## src/rtl/nibble_reg_loader_pkg.sv

```systemverilog
// Shared types and elaboration helpers for the nibble-serial register loader.
// The optional readback path is enabled with the LOADER_READBACK_EN macro.
package nibble_loader_pkg;

  typedef enum logic [1:0] {
    ST_IDLE    = 2'd0,
    ST_LOADING = 2'd1,
    ST_FULL    = 2'd2
  } state_e;

  function automatic int beats_f(input int reg_w, input int lanes);
    return reg_w / lanes;
  endfunction

  // A register must hold a whole number of beats, and there must be at least two channels.
  function automatic bit params_legal(input int reg_w, input int lanes, input int num_ch);
    return (lanes > 0) && (reg_w >= lanes) && ((reg_w % lanes) == 0) && (num_ch >= 2);
  endfunction

endpackage

```

## src/rtl/nibble_reg_loader_if.sv

```systemverilog
// Beat bus between the pin mux (master) and the loader (slave).
// The LOADER_READBACK_EN macro decides whether dout carries readback data.
interface nibble_reg_loader_if
  import nibble_loader_pkg::*;
#(
  parameter int LANES  = 4,
  parameter int NUM_CH = 2,
  parameter int REG_W  = 128
);
  localparam int SEL_W = $clog2(NUM_CH);

  logic [LANES-1:0]        din;
  logic [SEL_W-1:0]        sel;
  logic                    wr_en;
  logic                    rd_en;
  logic [NUM_CH-1:0]       clr_mask;
  logic [LANES-1:0]        dout;
  logic [NUM_CH*REG_W-1:0] reg_q;
  logic [NUM_CH-1:0]       full;
  logic [NUM_CH-1:0]       ovf;
  logic                    busy;

  modport master (
    output din, sel, wr_en, rd_en, clr_mask,
    input  dout, reg_q, full, ovf, busy
  );

  modport slave (
    input  din, sel, wr_en, rd_en, clr_mask,
    output dout, reg_q, full, ovf, busy
  );
endinterface

```

## src/rtl/nibble_reg_loader_channel.sv

```systemverilog
// One loader channel: MSB-first shift register, beat counter, fill-state FSM and sticky ovf.
// With LOADER_READBACK_EN defined, rd rotates the register left by one beat.
module loader_channel
  import nibble_loader_pkg::*;
#(
  parameter int LANES = 4,
  parameter int REG_W = 128
) (
  input  logic             clk,
  input  logic             rst,
  input  logic             clr,
  input  logic             wr,
  input  logic             rd,
  input  logic [LANES-1:0] din,
  output logic [REG_W-1:0] q,
  output logic             full,
  output logic             ovf,
  output logic             loading
);
  localparam int BEATS = beats_f(REG_W, LANES);
  localparam int CNT_W = $clog2(BEATS + 1);

  logic [CNT_W-1:0] cnt, cnt_nxt;
  logic [REG_W-1:0] q_nxt;
  logic             ovf_nxt;
  state_e           state;

  // The beat counter is the state register; the FSM state is a decode of it.
  always_comb begin
    // NOTE: every output of this block gets a default first so no path infers a latch.
    q_nxt   = q;
    cnt_nxt = cnt;
    ovf_nxt = ovf;
    if (cnt == '0)                      state = ST_IDLE;
    else if (cnt == CNT_W'(BEATS))      state = ST_FULL;
    else                                state = ST_LOADING;

    if (clr) begin
      q_nxt   = '0;
      cnt_nxt = '0;
      ovf_nxt = 1'b0;
    end else if (wr) begin
      if (state == ST_FULL) begin
        ovf_nxt = 1'b1;
      end else begin
        q_nxt   = (q << LANES) | REG_W'(din);
        cnt_nxt = cnt + CNT_W'(1);
      end
    end
`ifdef LOADER_READBACK_EN
    else if (rd) begin
      q_nxt = (q << LANES) | (q >> (REG_W - LANES));
    end
`endif
  end

`ifndef LOADER_READBACK_EN
  logic unused_rd;
  assign unused_rd = rd;
`endif

  always_ff @(posedge clk) begin
    // NOTE: sequential state uses non-blocking assignments so all flops update together.
    if (rst) begin
      q   <= '0;
      cnt <= '0;
      ovf <= 1'b0;
    end else begin
      q   <= q_nxt;
      cnt <= cnt_nxt;
      ovf <= ovf_nxt;
    end
  end

  assign full    = (state == ST_FULL);
  assign loading = (state == ST_LOADING);

endmodule

```

## src/rtl/nibble_reg_loader.sv

```systemverilog
// Multi-channel nibble-serial register loader: sel decode, channel array, busy and readback.
// Readback (rd_en rotate and registered dout) exists only when LOADER_READBACK_EN is defined.
module nibble_reg_loader
  import nibble_loader_pkg::*;
#(
  parameter int LANES  = 4,
  parameter int NUM_CH = 2,
  parameter int REG_W  = 128
) (
  input  logic               clk,
  input  logic               rst,
  nibble_reg_loader_if.slave bus
);
  localparam int SEL_W = $clog2(NUM_CH);

  if (!params_legal(REG_W, LANES, NUM_CH)) begin : g_param_err
    $error("nibble_reg_loader: REG_W must be a multiple of LANES and NUM_CH >= 2");
  end

  logic [NUM_CH-1:0] sel_hit;
  logic [NUM_CH-1:0] wr_vec;
  logic [NUM_CH-1:0] rd_vec;
  logic [NUM_CH-1:0] full_vec;
  logic [NUM_CH-1:0] ovf_vec;
  logic [NUM_CH-1:0] loading_vec;
  logic [REG_W-1:0]  ch_q [NUM_CH];

  // An out-of-range sel matches no channel, so its beat is silently dropped.
  always_comb begin
    sel_hit = '0;
    for (int k = 0; k < NUM_CH; k++) begin
      sel_hit[k] = (bus.sel == SEL_W'(k));
    end
  end

  assign wr_vec = sel_hit & {NUM_CH{bus.wr_en}};
  assign rd_vec = sel_hit & {NUM_CH{bus.rd_en}};

  for (genvar k = 0; k < NUM_CH; k++) begin : g_ch
    loader_channel #(
      .LANES (LANES),
      .REG_W (REG_W)
    ) u_ch (
      .clk     (clk),
      .rst     (rst),
      .clr     (bus.clr_mask[k]),
      .wr      (wr_vec[k]),
      .rd      (rd_vec[k]),
      .din     (bus.din),
      .q       (ch_q[k]),
      .full    (full_vec[k]),
      .ovf     (ovf_vec[k]),
      .loading (loading_vec[k])
    );
    assign bus.reg_q[k*REG_W +: REG_W] = ch_q[k];
  end

  assign bus.full = full_vec;
  assign bus.ovf  = ovf_vec;
  assign bus.busy = |loading_vec;

`ifdef LOADER_READBACK_EN
  logic [LANES-1:0] rd_nib;
  logic             rd_go;
  logic [LANES-1:0] dout_q;

  // dout captures the top beat before the rotate, mirroring what the channel shifts out.
  always_comb begin
    rd_nib = '0;
    rd_go  = 1'b0;
    for (int k = 0; k < NUM_CH; k++) begin
      if (sel_hit[k]) begin
        rd_nib = ch_q[k][REG_W-1 -: LANES];
        rd_go  = bus.rd_en && !bus.wr_en && !bus.clr_mask[k];
      end
    end
  end

  always_ff @(posedge clk) begin
    if (rst)        dout_q <= '0;
    else if (rd_go) dout_q <= rd_nib;
  end

  assign bus.dout = dout_q;
`else
  assign bus.dout = '0;
`endif

endmodule

```

## src/flat_wrapper.sv

```systemverilog
// flat-port wrapper written by rule: the top's interface ports become plain ports
module nibble_reg_loader_flat import nibble_loader_pkg::*;
#(
  parameter int LANES  = 4,
  parameter int NUM_CH = 2,
  parameter int REG_W  = 128
)
  (clk, rst, bus_din, bus_sel, bus_wr_en, bus_rd_en, bus_clr_mask, bus_dout, bus_reg_q, bus_full, bus_ovf, bus_busy);
  nibble_reg_loader_if #(.LANES(LANES), .NUM_CH(NUM_CH), .REG_W(REG_W)) bus_i ();
  input  logic clk;
  input  logic rst;
  input wire logic [$bits(bus_i.din)-1:0] bus_din;
  input wire logic [$bits(bus_i.sel)-1:0] bus_sel;
  input wire logic [$bits(bus_i.wr_en)-1:0] bus_wr_en;
  input wire logic [$bits(bus_i.rd_en)-1:0] bus_rd_en;
  input wire logic [$bits(bus_i.clr_mask)-1:0] bus_clr_mask;
  output wire logic [$bits(bus_i.dout)-1:0] bus_dout;
  output wire logic [$bits(bus_i.reg_q)-1:0] bus_reg_q;
  output wire logic [$bits(bus_i.full)-1:0] bus_full;
  output wire logic [$bits(bus_i.ovf)-1:0] bus_ovf;
  output wire logic [$bits(bus_i.busy)-1:0] bus_busy;
  assign bus_i.din = bus_din;
  assign bus_i.sel = bus_sel;
  assign bus_i.wr_en = bus_wr_en;
  assign bus_i.rd_en = bus_rd_en;
  assign bus_i.clr_mask = bus_clr_mask;
  assign bus_dout = bus_i.dout;
  assign bus_reg_q = bus_i.reg_q;
  assign bus_full = bus_i.full;
  assign bus_ovf = bus_i.ovf;
  assign bus_busy = bus_i.busy;
  nibble_reg_loader #(.LANES(LANES), .NUM_CH(NUM_CH), .REG_W(REG_W)) u_core (.clk(clk), .rst(rst), .bus(bus_i));
endmodule
```

## config.mk

```make
export PLATFORM = sky130hd
export DESIGN_NAME = nibble_reg_loader_flat
export DESIGN_NICKNAME = d
export VERILOG_FILES = /design/src/rtl/nibble_reg_loader_pkg.sv /design/src/rtl/nibble_reg_loader_if.sv /design/src/rtl/nibble_reg_loader_channel.sv /design/src/rtl/nibble_reg_loader.sv /design/src/flat_wrapper.sv
export SDC_FILE = /design/constraint.sdc
export NUM_CORES = 1
export LEC_CHECK = 0
export ABC_AREA = 1
export CAP_MARGIN = 20
export CORE_MARGIN = 1
export CORE_UTILIZATION = 47
export CTS_CLUSTER_SIZE = 8
export DETAILED_ROUTE_END_ITERATION = 12
export GPL_ROUTABILITY_DRIVEN = 0
export GPL_TIMING_DRIVEN = 0
export PLACE_DENSITY = 0.76
export SYNTH_ARGS = -nofsm -noshare
export SYNTH_HDL_FRONTEND = slang
export SYNTH_SLANG_ARGS = --single-unit
```

## constraint.sdc

```tcl
create_clock -name clk -period 1.6 [get_ports clk]
set_input_delay 0.32 -clock clk [delete_from_list [all_inputs] [get_ports clk]]
set_output_delay 0.32 -clock clk [all_outputs]
set_load 0.005 [all_outputs]
```

==> flow_summary_export.csv, run 1 <==
group,metric,value,unit
run_status,status,"complete, but fails checks",
run_status,violations,"negative setup slack",
timing,maxSlewViolCount,0,
timing,setup_slack,-0.245,ns
yosys,yosysTopAreaCell,"dfxtp_1",
clock_network,insertion_delay,0.51,ns
critical_path,critical_path.cell_chain,"inv_2 -> ha_4 -> buf_6 -> nand2_4 -> nor3_4 -> nand3_2 -> buf_6",
clock_network,cts_root_buffer,"clkbuf_16",
hold_path,min-delay-start,"u_core.g_ch[0].u_ch.q[127]$_SDFFE_PP0P_",
critical_path,r2r_setup_slack,0.05,ns
floorplanning,io_pins,276,
timing,clock_skew,0.0108,ns
yosys,synth.top_cells.by_count,"nand2_1, dfxtp_1, a21oi_1",
timing,hold_slack,0.463,ns
timing,hold_viol_final,0,
layout,multiInputGateArea,0.00440,sq mm
clock_network,cts.sinks,270,
floorplanning,rows,54,
critical_path,cp.required,1.28,ns
route,highest_layer,"met4",
yosys,yosysWarnings,0,
layout,nets,1622,
flow_run,drv_cap,0,
critical_path,critPathBufInv,3,
critical_path,regToRegStartpoint,"u_core.g_ch[0].u_ch.cnt[1]$_SDFFE_PP0P_",
clock_network,cts_tree,"done",
critical_path,cp.depth,7,
timing,period_needed,1.84,ns
critical_path,endpoint,"bus_busy",
floorplanning,fp.dieH,152,um
clock_network,cts.path.max_buffers,3,
critical_path,worstPathMaxFanout,2,
yosys,yosysSeqAreaShare,0.513,
yosys,yosysTopAreaCellShare,0.513,
timing,setup_violations,3,
layout,drive_above_1_share,0.252,
critical_path,r2r_cells,8,
yosys,synth.top_cells.by_area,"dfxtp_1, a21oi_1, nand2_1",
grt,overflow,0,
timing,finalCritPeriodShare,1.15,
timing,rsz0062_at_grt,"yes",
layout,antenna-diode-count,0,
clock_network,ctsHoldBuffers,0,
clock_network,htree_levels,2,
yosys,async_flop_share,0,
critical_path,slowest_stage,"dfxtp_2",
critical_path,crit_family,"flip-flops",
floorplanning,initial_core_util,0.481,
yosys,netlist_area,0.0105,sq mm
yosys,synth_edf_count,0,
critical_path,crit_arrival,1.52,ns
grt,grt_usage,0.249,
route,drc,0,
power,ir_drop,804,uV
placement,io_buffers,270,
layout,seq_area,0.00560,sq mm
yosys,synthCells,1268,
floorplanning,die_w,152,um
route,route.met3.wl,2190,um
critical_path,path_common_cell,"buf_6",
timing,fmax,542,MHz
critical_path,cp-start-kind,"flop",
route,vias_per_cell,5.31,
placement,hpwl,20100,um
route,met1Wirelength,12900,um
grt,grt_max_degree,19,
clock_network,cts_inserted_buffers,39,
critical_path,cp-startpoint,"u_core.g_ch[1].u_ch.cnt[0]$_SDFFE_PP0P_",
power,p_leak,6.11,nW
grt,grt_pass1_wl,46400,um
critical_path,crit_type,"flop to output pin",
yosys,synth_flop_cell,"dfxtp_1",
yosys,synth.avg_cell_area,8.31,sq um
critical_path,max_stage_delay,0.32,ns
layout,area_delta_synth_final,41.1,%
placement,placedInstanceArea,0.0136,sq mm
layout,layout.cells.non_filler,1887,
grt,grt_pass1_vias,9030,
route,wl_met2,13900,um
grt,antenna_found_initial,0,
critical_path,r2r-end,"u_core.g_ch[0].u_ch.q[54]$_SDFFE_PP0P_",
yosys,ys_ff_latch,270,
floorplanning,die-area,0.0230,sq mm
yosys,yosysMostFrequentCell,"nand2_1",
placement,dp_slack,-0.615,ns
layout,fill_cells,1893,
power,power.density,965,mW/mm^2
route,routed_wl,29800,um
floorplanning,core-area,0.0219,sq mm
route,drt_iter0_drc,586,
hold_path,min_path_type,"flop to flop",
route,drt-wirelength-per-cell,15.8,um
clock_network,clkTransAtPathRegs,0.05,ns
layout,final_area,0.0149,sq mm
route,ant_nets,0,
route,drt_first_pass_iters,5,
yosys,synth_cell_types,22,
critical_path,worstSetupEndpointType,"output pin",
route,vias,10000,
timing,final.setup.tns,-0.666,ns
placement,dp_cells,1821,
[state kept, by name, indices dropped and copies added (netlist names)]
register	count
u_core.g_ch.u_ch.q	256
u_core.g_ch.u_ch.ovf	2
u_core.g_ch.u_ch.cnt	12
[area by class of cell]
type                    count  share of cell area
inverters                  22             0.00606
plain buffers             120              0.0542
multi-input cells         855               0.296
clock inverters             1            0.000590
clock buffers              40              0.0666
flip-flops and latches    270               0.377
well taps                 280              0.0236
repair buffers            299               0.176
[kinds of logic after synthesis]
kind of cell    Yosys count  share of synthesized area
fa+ha+maj                 4                    0.00475
xor+xnor                  2                    0.00166
other cells               1                   0.000356
buf+inv                 146                     0.0781
compound gates          268                      0.127
simple gates            577                      0.275
flops                   270                      0.513
[worst min path at each step]
stage                     slack [ns]  cells after the start                                 endpoint
after floorplan                 0.44                      2     u_core.g_ch[0].u_ch.ovf$_SDFFE_PP0P_
after global placement          0.45                      2  u_core.g_ch[0].u_ch.q[127]$_SDFFE_PP0P_
after detailed placement        0.46                      2  u_core.g_ch[1].u_ch.q[126]$_SDFFE_PP0P_
after CTS                       0.46                      3    u_core.g_ch[0].u_ch.q[0]$_SDFFE_PP0P_
after global routing            0.48                      3    u_core.g_ch[0].u_ch.q[0]$_SDFFE_PP0P_
final                           0.46                      2  u_core.g_ch[0].u_ch.q[127]$_SDFFE_PP0P_
[placed cells by master, fill, tap and decap left out, drive strengths merged]
cell,n
nand2,282
nand3,275
dfxtp,270
a21oi,266
dlygate4sd2,258
buf,110
clkbuf,82
inv,23
nor2,15
clkdlybuf4s50,9
nand4,4
conb,4
ha,4
o21ai,2
xor2,2
nor3,1
[report_power, final]
| group | total, mW | internal, mW | switching (mW) |
|---|---|---|---|
| combinational | 0.553 | 0.157 | 0.396 |
| clock | 7.03 | 4.31 | 2.72 |
| sequential | 6.75 | 6.74 | 0.00522 |
[worst reg2reg max path: cells and delay by family (launching register included)]
kind,cells,cell delay (ns)
compound gates,1,0.17
buf+inv,4,0.59
flops,1,0.35
fa+ha+maj,1,0.16
simple gates,2,0.20
[per-stage QoR]
| stage | utilization | total power [mW] |
|---|---|---|
| after detailed placement | 0.621 | 7.41 |
| after global placement | 0.621 | 7.41 |
| after CTS | 0.672 | 14.4 |
| final | 0.679 | 14.3 |
| after global routing | 0.679 | 14.8 |
| after floorplan | - | 7.24 |
[layer usage]
layer	up-vias	track usage
li1	4939	-
met1	4701	0.333
met2	336	0.389
met3	53	0.0602
met4	0	0.0911
met5	-	0
[what timing repair did]
action,in CTS,in global routing
setup buffers,27,2
pin swaps,9,6
resized for setup,449,49
endpoints found under the setup margin,341,165
No activity file was read; power rests on OpenSTA's default activity.
==> run 2: changes to the inputs <==
Settings changed: SKIP_LAST_GASP from default to 1.
==> run 2 against run 1 <==
  * The run still ends with negative setup slack left
  * Clock skew grew 0.0044 ns
  * Register-to-register slack barely moved
  * Via count hardly changed
  * Total power about the same
  * Combinational power about the same
  * Die area did not move
  * Sequential share of layout area is essentially flat
  * Routed wire length grew 0.49%
  * Critical path depth is 1 lower
  * Sequential power about the same
  * Final area shrank 0.11%
  * Critical path type unchanged
  * Largest cell class unchanged
==> flow_summary_export.csv, run 2 (same netlist as run 1, synthesis figures left out) <==
group,metric,value,unit
clock_network,cts.sinks,270,
hold_path,min_path_type,"flop to flop",
floorplanning,initial_core_util,0.481,
route,vias_per_cell,5.32,
floorplanning,fp.dieH,152,um
layout,antenna-diode-count,0,
critical_path,crit_arrival,1.54,ns
placement,dp_cells,1821,
route,drt_iter0_drc,561,
grt,grt_util_met1,0.333,
critical_path,cp.required,1.28,ns
critical_path,critPathBufInv,4,
timing,period_needed,1.86,ns
grt,grt_usage,0.249,
timing,clock_skew,0.0152,ns
grt,grt-busiest-layer,"met2",
route,drc,0,
grt,grt_max_degree,19,
layout,drive_above_1_share,0.250,
grt,antenna_found_initial,0,
timing,finalCritPeriodShare,1.16,
layout,reg.largest.list,"u_core.g_ch.u_ch.q: 256 flops, u_core.g_ch.u_ch.cnt: 12 flops, u_core.g_ch.u_ch.ovf: 2 flops",
floorplanning,rows,54,
timing,maxSlewViolCount,0,
layout,final_cell_mix,"nand2_1, a21oi_1, dlygate4sd2_1",
clock_network,ctsHoldBuffers,0,
layout,final_common_cell,"nand2_1",
floorplanning,die_w,152,um
critical_path,cp-start-kind,"flop",
layout,fill_cells,1896,
grt,grt_pass1_vias,9029,
grt,overflow,0,
critical_path,worstPathMaxFanout,6,
clock_network,cts.path.max_buffers,3,
route,routed_wl,29900,um
layout,largest_reg_flops,256,
clock_network,cts_inserted_buffers,39,
power,p_leak,6.10,nW
floorplanning,core-area,0.0219,sq mm
route,drt_first_pass_iters,6,
floorplanning,io_pins,276,
grt,use_met2,0.389,
placement,io_buffers,270,
run_status,violations,"negative setup slack",
route,ant_nets,0,
route,vias,10000,
clock_network,clkTransAtPathRegs,0.06,ns
timing,final.setup.tns,-0.713,ns
critical_path,critical_path.cell_chain,"nor2_2 -> nand3_4 -> buf_12 -> inv_1 -> buf_4 -> buf_6",
timing,setup_violations,3,
timing,rsz0062_at_grt,"yes",
run_status,status,"complete, but fails checks",
flow_run,drv_cap,0,
layout,layout.cells.non_filler,1887,
placement,hpwl,20100,um
grt,grt_util_met3,0.0602,
critical_path,slowest_stage,"dfxtp_2",
critical_path,worstSetupEndpointType,"output pin",
layout,nets,1622,
power,power.density,966,mW/mm^2
floorplanning,die-area,0.0230,sq mm
layout,area_delta_synth_final,40.9,%
critical_path,crit_family,"buffers and inverters",
grt,grt_pass1_wl,46400,um
timing,hold_slack,0.464,ns
critical_path,max_stage_delay,0.36,ns
timing,setup_slack,-0.257,ns
clock_network,cts_root_buffer,"clkbuf_16",
clock_network,htree_levels,2,
critical_path,crit_type,"flop to output pin",
clock_network,insertion_delay,0.51,ns
timing,fmax,538,MHz
layout,regMostFlops,"u_core.g_ch.u_ch.q",
power,ir_drop,803,uV
timing,hold_viol_final,0,
route,drt-wirelength-per-cell,15.9,um
placement,dp_slack,-0.615,ns
clock_network,cts_tree,"done",
run 2: cell count changes in the layout (fill, tap and decap cells not counted), sizes merged:
cell	before	now
clkbuf	82	85
buf	110	107
run 2: cell type report:
| cell class | count | area, sq um | share of cell area |
|---|---|---|---|
| timing repair buffer | 299 | 2610 | 0.176 |
| buffer | 120 | 797 | 0.0537 |
| inverter | 22 | 87.6 | 0.00590 |
| clock buffer | 40 | 990 | 0.0667 |
| clock inverter | 1 | 8.76 | 0.000590 |
| multi-input combinational | 855 | 4400 | 0.296 |
| tap | 280 | 350 | 0.0236 |
| sequential | 270 | 5600 | 0.377 |
run 2: repair_timing:
action | in CTS | in global routing
gates resized for setup | 440 | 53
endpoints found under the setup margin | 341 | 165
buffers inserted | 27 | 2
gates cloned | 0 | 0
pin swaps | 9 | 6
run 2: per-layer routing:
layer / wire length [um] / up-vias
met2: 14100 / 304
li1: - / 4939
met3: 2070 / 48
met5: 0 / -
met4: 770 / 0
met1: 13000 / 4741
run 2: metrics by stage:
stage               total power [mW]  area, sq um   util
floorplan                       7.24        10500      -
global placement                7.41        13600  0.621
detailed placement              7.41        13600  0.621
CTS                             14.4        14700  0.671
global route                    14.8        14800  0.678
finish                          14.3        14800  0.678
run 2: power breakdown:
part / internal (mW) / switching, mW
sequential: 6.74 / 0.00526
clock: 4.31 / 2.72
combinational: 0.156 / 0.397
run 2: worst reg2reg max path, stage by stage, from the launching register on:
cell and delay [ns]:
dfxtp_2 0.35, inv_2 0.05, ha_4 0.16, nand3_4 0.09, buf_12 0.10, buf_6 0.19, buf_2 0.24, nand3_1 0.11
a21oi_1 0.16
run 2: worst paths after layout:
check                                                             start                                      to  slack [ns]  cells after the start
worst max-delay path            u_core.g_ch[0].u_ch.cnt[4]$_SDFFE_PP0P_                             bus_full[0]       -0.26                      6
worst min-delay path               u_core.g_ch[1].u_ch.ovf$_SDFFE_PP0P_    u_core.g_ch[1].u_ch.ovf$_SDFFE_PP0P_        0.46                      2
worst max register to register  u_core.g_ch[0].u_ch.cnt[1]$_SDFFE_PP0P_  u_core.g_ch[0].u_ch.q[54]$_SDFFE_PP0P_        0.06                      8
worst min register to register     u_core.g_ch[1].u_ch.ovf$_SDFFE_PP0P_    u_core.g_ch[1].u_ch.ovf$_SDFFE_PP0P_        0.46                      2
==> run 3: changes to the inputs <==
Settings changed: DONT_BUFFER_PORTS from default to 1, PLACE_DENSITY 0.76 to 0.6, SYNTH_HIERARCHICAL from default to 1.
==> run 3 against run 2 <==
  * Die area down 4.0%
  * Sequential share of layout area grew 8.0 points
  * Global-route usage is 1.1 points lower
  * Total power rose by 0.78%
  * Core utilization down 11 points
  * First-iteration DRC count down 15%
  * Count of clock-buffer cells in the layout rose by 2
  * Worst hold slack lost 0.45 ns
  * Maximum frequency up 14%
  * The flow still finishes with violations (negative setup slack)
  * Final cell count fell by 15%
==> flow_summary_export.csv, run 3 <==
group,metric,value,unit
route,drc,0,
critical_path,crit_type,"flop to output pin",
flow_run,drv_cap,0,
timing,maxSlewViolCount,0,
timing,clock_skew,0.00808,ns
critical_path,cp-startpoint,"u_core/g_ch[0].u_ch/cnt[1]$_SDFFE_PP0P_",
floorplanning,io_pins,276,
grt,overflow,0,
timing,maxSlewHeadroom,0.623,
clock_network,cts_tree,"done",
power,combinationalPowerShare,0.034,
critical_path,crit_arrival,1.30,ns
timing,hold_slack,0.0170,ns
power,seqPwrFrac,0.468,
power,clkPwrFrac,0.498,
route,drt-wirelength-per-cell,17.0,um
critical_path,critical_path.cell_chain,"inv_2 -> ha_4 -> nand3_4 -> buf_12 -> clkinv_8",
timing,period_needed,1.62,ns
hold_path,min-delay-start,"rst",
layout,reg.largest.list,"u_core/g_ch.u_ch/q: 256 flops, u_core/g_ch.u_ch/cnt: 12 flops, u_core/g_ch.u_ch/ovf: 2 flops",
timing,finalCritPeriodShare,1.01,
layout,largest_reg_flops,256,
critical_path,r2r-end,"u_core/g_ch[1].u_ch/q[125]$_SDFFE_PP0P_",
timing,hold_viol_final,0,
run_status,violations,"negative setup slack",
power,power.density,1220,mW/mm^2
clock_network,htree_levels,2,
route,vias_per_cell,5.50,
clock_network,insertion_delay,0.50,ns
layout,regMostFlops,"u_core/g_ch.u_ch/q",
hold_path,min_path_type,"primary input to flop",
timing,setup_slack,-0.0227,ns
power,internal_power,11.4,mW
layout,nets,1343,
critical_path,r2r_cells,9,
yosys,synth.avg_cell_area,7.97,sq um
yosys,yosysWarnings,6,
grt,grt_usage,0.238,
placement,hpwl,18400,um
timing,rsz0062_at_grt,"yes",
critical_path,worstSetupEndpointType,"output pin",
floorplanning,die-area,0.0221,sq mm
critical_path,cp.required,1.28,ns
clock_network,clkTransAtPathRegs,0.05,ns
grt,antenna_found_initial,1,
layout,area_delta_synth_final,17.2,%
route,ant_nets,0,
clock_network,cts_inserted_buffers,39,
timing,fmax,616,MHz
route,vias,8826,
critical_path,cp-start-kind,"flop",
route,drt_iter0_drc,475,
power,p_leak,3.74,nW
power,ir_drop,631,uV
layout,fill_cells,1959,
layout,final_cell_mix,"nand2_1, nand3_1, a21oi_1",
clock_network,cts_root_buffer,"clkbuf_16",
floorplanning,fp.dieH,149,um
layout,final_common_cell,"nand2_1",
grt,grt_pass1_wl,42900,um
timing,worst_slew_pin_slew,0.566,ns
layout,drive_above_1_share,0.123,
critical_path,cp.depth,5,
critical_path,r2r_setup_slack,0.03,ns
critical_path,slowest_stage,"dfxtp_2",
critical_path,regToRegStartpoint,"u_core/g_ch[1].u_ch/cnt[0]$_SDFFE_PP0P_",
floorplanning,die_w,149,um
grt,grt_pass1_vias,8340,
critical_path,max_stage_delay,0.32,ns
critical_path,critPathBufInv,3,
route,drt_first_pass_iters,5,
clock_network,cts.path.max_buffers,3,
clock_network,cts.sinks,270,
layout,utilization,0.563,
yosys,netlist_area,0.0101,sq mm
yosys,synthCells,1268,
floorplanning,rows,53,
placement,io_buffers,0,
timing,setup_violations,2,
power,p_sw,3.08,mW
floorplanning,core-area,0.0210,sq mm
grt,grt_max_degree,19,
floorplanning,initial_core_util,0.481,
critical_path,endpoint,"bus_full[0]",
critical_path,crit_family,"flip-flops",
critical_path,worstPathMaxFanout,2,
route,routed_wl,27300,um
power,power.share.switching,0.213,
run_status,status,"complete, but fails checks",
## run 3: changes by cell type in the layout (fill, tap and decap cells not counted), sizes merged
| cell | previous run | this run |
|---|---|---|
| clkinv | 0 | 1 |
| nor2 | 15 | 13 |
| nand3 | 275 | 276 |
| diode | 0 | 1 |
| inv | 23 | 25 |
| nor3 | 1 | 0 |
| buf | 107 | 90 |
| clkbuf | 85 | 82 |
| dlygate4sd2 | 258 | 0 |
| clkdlybuf4s50 | 9 | 0 |
| dlygate4sd3 | 0 | 6 |
| nand2 | 282 | 284 |
## run 3: metal layers
metal	vias to the layer above	GRT usage	wire, um
li1	4373	-	-
met1	4124	0.281	10900
met2	284	0.385	12700
met3	45	0.106	3030
met4	0	0.0742	571
met5	-	0	0
## run 3: worst min-delay path by stage
stage                                                    to  slack (ns)  cells past startpoint
floorplan              u_core/g_ch[0].u_ch/ovf$_SDFFE_PP0P_        0.45                      2
global placement    u_core/g_ch[1].u_ch/q[125]$_SDFFE_PP0P_        0.47                      2
detailed placement  u_core/g_ch[1].u_ch/q[127]$_SDFFE_PP0P_        0.48                      2
CTS                 u_core/g_ch[1].u_ch/cnt[3]$_SDFFE_PP0P_       0.009                      3
global route        u_core/g_ch[1].u_ch/cnt[3]$_SDFFE_PP0P_        0.02                      3
finish              u_core/g_ch[1].u_ch/cnt[3]$_SDFFE_PP0P_        0.02                      3
## run 3: area by class of cell
type,instances,area (sq um),share of cell area
inverters,26,115,0.00972
clock buffers,42,1040,0.0878
diodes,1,2.50,0.000211
well taps,275,344,0.0291
flip-flops and latches,270,5420,0.458
plain buffers,118,709,0.0599
multi-input cells,855,4060,0.342
repair buffers,18,154,0.0130
## run 3: worst reg2reg max path, stage by stage, from the launching register on
cell	delay, ns
dfxtp_2	0.33
inv_2	0.05
ha_4	0.16
nand3_4	0.06
buf_8	0.11
buf_4	0.10
buf_4	0.18
buf_4	0.20
nand3_1	0.08
a21oi_1	0.20
## run 3: repair_timing
item | CTS | global route
endpoints found under the hold margin | 11 | 0
pin swaps | 8 | 2
resized for setup | 38 | 54
setup buffers | 11 | 1
endpoints found under the setup margin | 3 | 233
hold buffers | 6 | 0
## run 3: power groups by stage
stage	Combinational (mW)	Sequential, mW	Clock, mW
2_1_floorplan	0.329	6.88	0
3_3_place_gp	0.457	6.89	0
3_5_place_dp	0.455	6.89	0
4_1_cts	0.483	6.76	7.33
5_1_grt	0.545	6.75	7.64
6_report	0.495	6.76	7.19
## run 3: metrics by stage
step           TNS [ns]  instances  power, mW  cell area [sq um]  setup WS, ns
2_1_floorplan         0       1271       7.21              10100         0.259
3_5_place_dp      -5.18       1546       7.34              10500       -0.0715
4_1_cts         -0.0924       1603       14.6              11700       -0.0444
6_report        -0.0325       1605       14.4              11800       -0.0227
5_1_grt          -0.319       1605       14.9              11800       -0.0725
3_3_place_gp      -1.99       1546       7.34              10500       -0.0509
